<file path="config.mk">
export PLATFORM = sky130hd
export DESIGN_NAME = divider
export DESIGN_NICKNAME = d
export VERILOG_FILES = /design/src/rtl/divider.sv
export SDC_FILE = /design/constraint.sdc
export NUM_CORES = 1
export LEC_CHECK = 0
export CORE_UTILIZATION = 58
export CTS_BUF_LIST = sky130_fd_sc_hd__clkbuf_8
export DETAILED_ROUTE_END_ITERATION = 16
export PLACE_DENSITY = 0.83
export SLEW_MARGIN = 30
export SYNTH_ARGS = -nofsm -noshare
export SYNTH_HDL_FRONTEND = slang
export SYNTH_SLANG_ARGS = --single-unit
</file>
<file path="constraint.sdc">
create_clock -name clk -period 4.1 [get_ports clk]
set_input_delay 1.025 -clock clk [delete_from_list [all_inputs] [get_ports clk]]
set_output_delay 1.025 -clock clk [all_outputs]
set_load 0.005 [all_outputs]
</file>
<file path="src/rtl/divider.sv">
// Sequential 64-bit restoring radix-2 divider, one quotient bit per clock, 66-edge latency.
// Optional two's-complement mode is enabled by defining DIVIDER_SIGNED_EN.
module divider (
   input  logic          clk,
   input  logic          reset_n,
   input  logic          op_start,
   input  logic          op_clear,
   input  logic [63:0]   dividend,
   input  logic [63:0]   divisor,
   output logic          op_done,
   output logic [127:0]  result,
   output logic          div_by_zero
);

   typedef enum logic [1:0] {
      INIT   = 2'b00,
      SET    = 2'b01,
      DIVIDE = 2'b10,
      DONE   = 2'b11
   } state_t;

   state_t         state_q, state_d;
   logic [5:0]     cnt_q, cnt_d;
   logic [63:0]    rem_q, rem_d;
   logic [63:0]    quo_q, quo_d;
   logic [63:0]    dvd_q, dvd_d;
   logic [63:0]    dvs_q, dvs_d;
   logic [127:0]   result_q, result_d;
   logic           dbz_q, dbz_d;

   // The stored partial remainder is always below the divisor, so 64 bits suffice;
   // the shifted value needs the extra bit during the trial subtraction.
   logic [64:0]    shifted;
   logic [64:0]    trial;
   logic [63:0]    rem_iter;
   logic [63:0]    quo_iter;
   logic [63:0]    fin_q;
   logic [63:0]    fin_r;
   logic [63:0]    dvd_mag;
   logic [63:0]    dvs_mag;

`ifdef DIVIDER_SIGNED_EN
   logic           qneg_q, qneg_d;
   logic           rneg_q, rneg_d;
`endif

   always_comb begin
      shifted  = {rem_q, quo_q[63]};
      trial    = shifted - {1'b0, dvs_q};
      quo_iter = {quo_q[62:0], ~trial[64]};
      rem_iter = trial[64] ? shifted[63:0] : trial[63:0];
`ifdef DIVIDER_SIGNED_EN
      dvd_mag  = dividend[63] ? -dividend : dividend;
      dvs_mag  = divisor[63]  ? -divisor  : divisor;
      fin_q    = qneg_q ? -quo_iter : quo_iter;
      fin_r    = rneg_q ? -rem_iter : rem_iter;
`else
      dvd_mag  = dividend;
      dvs_mag  = divisor;
      fin_q    = quo_iter;
      fin_r    = rem_iter;
`endif
      // Divide by zero still runs all iterations; only the packed result is overridden.
      if (dvs_q == 64'd0) begin
         fin_q = '1;
         fin_r = dvd_q;
      end
   end

   always_comb begin
      state_d  = state_q;
      cnt_d    = cnt_q;
      rem_d    = rem_q;
      quo_d    = quo_q;
      dvd_d    = dvd_q;
      dvs_d    = dvs_q;
      result_d = result_q;
      dbz_d    = dbz_q;
`ifdef DIVIDER_SIGNED_EN
      qneg_d   = qneg_q;
      rneg_d   = rneg_q;
`endif
      case (state_q)
         INIT: begin
            cnt_d    = 6'd0;
            result_d = '0;
            dbz_d    = 1'b0;
            if (op_start && !op_clear) begin
               state_d = SET;
            end
         end
         SET: begin
            dvd_d = dividend;
            dvs_d = dvs_mag;
            rem_d = 64'd0;
            quo_d = dvd_mag;
            cnt_d = 6'd0;
`ifdef DIVIDER_SIGNED_EN
            qneg_d = dividend[63] ^ divisor[63];
            rneg_d = dividend[63];
`endif
            state_d = op_clear ? INIT : DIVIDE;
         end
         DIVIDE: begin
            rem_d = rem_iter;
            quo_d = quo_iter;
            cnt_d = cnt_q + 6'd1;
            if (op_clear) begin
               state_d = INIT;
               cnt_d   = 6'd0;
            end else if (cnt_q == 6'd63) begin
               state_d  = DONE;
               result_d = {fin_r, fin_q};
               dbz_d    = (dvs_q == 64'd0);
            end
         end
         DONE: begin
            if (op_clear) begin
               state_d  = INIT;
               cnt_d    = 6'd0;
               result_d = '0;
               dbz_d    = 1'b0;
            end
         end
         default: begin
            state_d = INIT;
         end
      endcase
   end

   always_ff @(posedge clk or negedge reset_n) begin
      if (!reset_n) begin
         state_q  <= INIT;
         cnt_q    <= 6'd0;
         rem_q    <= 64'd0;
         quo_q    <= 64'd0;
         dvd_q    <= 64'd0;
         dvs_q    <= 64'd0;
         result_q <= '0;
         dbz_q    <= 1'b0;
`ifdef DIVIDER_SIGNED_EN
         qneg_q   <= 1'b0;
         rneg_q   <= 1'b0;
`endif
      end else begin
         state_q  <= state_d;
         cnt_q    <= cnt_d;
         rem_q    <= rem_d;
         quo_q    <= quo_d;
         dvd_q    <= dvd_d;
         dvs_q    <= dvs_d;
         result_q <= result_d;
         dbz_q    <= dbz_d;
`ifdef DIVIDER_SIGNED_EN
         qneg_q   <= qneg_d;
         rneg_q   <= rneg_d;
`endif
      end
   end

   assign op_done     = (state_q == DONE);
   assign result      = result_q;
   assign div_by_zero = dbz_q;

endmodule

</file>
==> metrics.txt <==
result of the run=finished clean; die footprint=36800 µm²; LEAKAGE=11.2 nW; sw frac=0.409; Clock Root Buffer=sky130_fd_sc_hd__clkbuf_8; Max clock buf depth=3; Setup crit start kind=flip-flop; clock sink count=393; type of the setup path with the least slack=flip-flop to flip-flop; multi-input logic area=10300 µm²; share of final-layout standard cells stronger than drive strength 1=0.108; Core Area=35600 µm²; effective utilization at floorplan=0.588; boundary pin count=262; required time worst endpoint=4.58 ns; total buffers and inverters traversed by the critical path=3; part of the cycle the worst path needs=0.966; total of buffers placed on input and output ports=261; Worst Clk Skew=0.0321 ns; antenna violations before repair=1; dominant cell type by area after synthesis=sky130_fd_sc_hd__dfrtp_1; combinational fraction of design power=0.403; clock network power share=0.230; count of cell types in the netlist=74; switching power=6.49 mW; routability congestion estimate=1.01; Initial DRC Count=1976; max-capacitance violation count=0; cell row count=69; endpoint type of the worst setup path=flip-flop; part of the total power dissipated in sequential elements=0.366; Cell Count Post-Placement=2877; register bit total from synthesis=393; warning count from the yosys run=0; endpoints failing hold=0; sequential cell area fraction in the yosys report=0.470; Post-synth ARST share=1.00; slowest cell on the critical path=sky130_fd_sc_hd__mux2i_1; global-route wire length before repair=102 mm; chain of cells forming the critical path=inv_1 > ha_1 > fa_1 > nand2b_1 > a21oi_1 > o2111ai_1 > o311ai_2 > a21o_1 > a21o_2 > o41ai_4 > buf_12 > nor2_4 > buf_4 > mux2i_1 > o21ai_1; portion of synthesized cell area occupied by the leading cell type=0.470; width of the chip=192 µm; commonest register cell after synthesis=sky130_fd_sc_hd__dfrtp_1; total global routing track utilization=0.364; Post-Syn Nets=2453; clock transition at the register clock pins on the worst setup and hold paths after CTS=0.06 ns; Die Y-Extent=192 µm; min cycle time layout=3.96 ns; count of vias placed by the detailed router=18800; maximum number of pins on one net before global-route repair=105; grt ovf=0; top cells by area in the synthesized netlist=sky130_fd_sc_hd__dfrtp_1, sky130_fd_sc_hd__o21ai_0, sky130_fd_sc_hd__nand2_1; Max Clk Rate=253 MHz; detail-routed via count per cell=6.27; cell count after synthesis=2250; delay of the slowest cell on the worst path=0.43 ns; Post-DRT Antenna Nets=0; setup repair after global routing missed its margin=yes; number of filler instances in the final layout=2611; average instance area after synthesis=9.30 µm²; Sequential cell area=9830 µm²; final hold slack=0.465 ns; slew of the pin with the lowest slew margin=0.908 ns; Crit path arrival time=4.44 ns; post-detail-place hpwl=48.6 mm; cts bufs inserted=66; relative max-transition margin=0.395; number of synthesized flops with an enable pin=0; Max rail drop VDD=0.000444 V; kind of path behind the tightest hold check=input pin to asynchronous set/reset pin; CTS tree=yes; final std cells w/o fill=2999; Syn Std Cell Area=20900 µm²; pwr dens=621 nW/µm²; total wire length=66.8 mm; detailed-router iteration count before antenna repair=6; final count of pins violating max slew=0; drc violations=0; post-layout util=0.718; Routed WL per cell=22.3 µm; fin nets=2689; cell class contributing the biggest share of worst-path delay=compound AO/OA/AOI/OAI gates; area grow syn2layout=22.1%; largest driver fanout on the critical path=37; insertion delay of the later-clocked pin in the worst-skew pair=0.63 ns; maximum level of the CTS H-tree=3; vias in the first global route=18000; hold-fix buffers at CTS=0; # setup viols final=0; cell internal power dissipation=9.38 mW
[layer usage]
metal / track usage / up-vias / share of wire
met5: 0 / - / 0
met4: 0.107 / 0 / 0.024
met3: 0.0839 / 127 / 0.10
met2: 0.546 / 953 / 0.44
met1: 0.526 / 9211 / 0.43
li1: - / 8526 / -
[synth_stat cells, types with 6 or more instances]
library cell,instances
sky130_fd_sc_hd__a22o_1,7
sky130_fd_sc_hd__o21ai_1,25
sky130_fd_sc_hd__xnor2_1,26
sky130_fd_sc_hd__a21o_1,23
sky130_fd_sc_hd__nor4_1,20
sky130_fd_sc_hd__nand2_1,303
sky130_fd_sc_hd__inv_1,93
sky130_fd_sc_hd__mux2_2,84
sky130_fd_sc_hd__a211oi_1,17
sky130_fd_sc_hd__o21a_1,12
sky130_fd_sc_hd__mux2i_1,80
sky130_fd_sc_hd__o21ai_0,243
sky130_fd_sc_hd__o31ai_1,7
sky130_fd_sc_hd__a21oi_1,212
sky130_fd_sc_hd__a22oi_1,13
sky130_fd_sc_hd__and3_1,6
sky130_fd_sc_hd__o2bb2ai_1,29
sky130_fd_sc_hd__a32oi_1,8
sky130_fd_sc_hd__o21bai_1,17
sky130_fd_sc_hd__o221a_2,11
sky130_fd_sc_hd__clkbuf_1,112
sky130_fd_sc_hd__nand3_1,37
sky130_fd_sc_hd__xor2_1,27
sky130_fd_sc_hd__buf_1,15
sky130_fd_sc_hd__a31oi_1,22
sky130_fd_sc_hd__nand4_1,34
sky130_fd_sc_hd__or3_1,33
sky130_fd_sc_hd__dfrtp_1,393
sky130_fd_sc_hd__buf_2,11
sky130_fd_sc_hd__nor3_1,30
sky130_fd_sc_hd__nand2b_1,11
sky130_fd_sc_hd__ha_1,70
sky130_fd_sc_hd__o211ai_1,18
sky130_fd_sc_hd__nor2_1,124
[logic make-up after synthesis]
group	after synthesis	share of synthesized area
AO/OA/AOI/OAI	708	0.204
flip-flops	393	0.470
AND/OR/NAND/NOR	622	0.132
buffers and inverters	239	0.0448
adder cells (fa/ha/maj)	71	0.0428
XOR/XNOR	53	0.0222
multiplexers	164	0.0835
[cells in the final DEF (no fill, tap or decap), types with 27 or more instances in the layout]
cell type                           n
sky130_fd_sc_hd__mux2_2            84
sky130_fd_sc_hd__mux2i_1           75
sky130_fd_sc_hd__xor2_1            27
sky130_fd_sc_hd__nor2_1           124
sky130_fd_sc_hd__o21ai_0          243
sky130_fd_sc_hd__nand3_1           37
sky130_fd_sc_hd__nand4_1           34
sky130_fd_sc_hd__buf_4             41
sky130_fd_sc_hd__dfrtp_1          393
sky130_fd_sc_hd__nand2_1          303
sky130_fd_sc_hd__o2bb2ai_1         29
sky130_fd_sc_hd__inv_1            114
sky130_fd_sc_hd__or3_1             33
sky130_fd_sc_hd__a21oi_1          208
sky130_fd_sc_hd__clkdlybuf4s50_1  260
sky130_fd_sc_hd__clkbuf_8          89
sky130_fd_sc_hd__ha_1              67
sky130_fd_sc_hd__nor3_1            29
[state kept, by name, summed over array words and instances, names as in the netlist]
name	cells
dvs_q	64
dvd_q	64
cnt_q	6
div_by_zero	1
result	128
state_q	2
quo_q	64
rem_q	64
[worst paths after layout]
| kind | slack [ns] | end | depth (start not counted) | from |
|---|---|---|---|---|
| min in group clk | 0.47 | result[17] | 2 | result[17] |
| max in group asynchronous | 2.67 | rem_q[48] | 2 | reset_n |
| max | 0.14 | result[101] | 15 | quo_q[63] |
| min reg2reg | 0.47 | result[17] | 2 | result[17] |
| max reg2reg | 0.14 | result[101] | 15 | quo_q[63] |
| min | 0.47 | rem_q[8] | 1 | reset_n |
[metrics by stage]
step           setup TNS [ns]  instance area [µm²]  total power, mW  setup slack (ns)
4_1_cts                     0                25500             15.7            0.0138
5_1_grt               -0.0108                25600             16.7          -0.00934
3_3_place_gp                0                24100             11.8             0.134
2_1_floorplan               0                20900             9.90             0.789
3_5_place_dp                0                24100             12.0            0.0587
6_report                    0                25600             15.9             0.141
[layout make-up]
| cell class | count | share of cell area |
|---|---|---|
| Sequential cell | 393 | 0.385 |
| Clock buffer | 89 | 0.0479 |
| Clock inverter | 30 | 0.00656 |
| Antenna cell | 1 | 0.0000979 |
| Timing Repair Buffer | 312 | 0.122 |
| Multi-Input combinational cell | 1618 | 0.402 |
| Inverter | 95 | 0.0140 |
| Tap cell | 461 | 0.0226 |
[repair_timing]
item,in CTS,in global routing
setup endpoints to repair,0,66
resized for setup,0,11
setup buffers,0,1
[power by group through the flow]
stage	Clock (mW)	Combinational (mW)	Sequential, mW
final	3.65	6.40	5.81
after global routing	3.88	6.95	5.91
after CTS	3.68	6.26	5.79
after detailed placement	0	6.18	5.82
after global placement	0	6.05	5.75
after floorplan	0	4.39	5.51
Note: power is estimated with default switching activity, not from simulation.
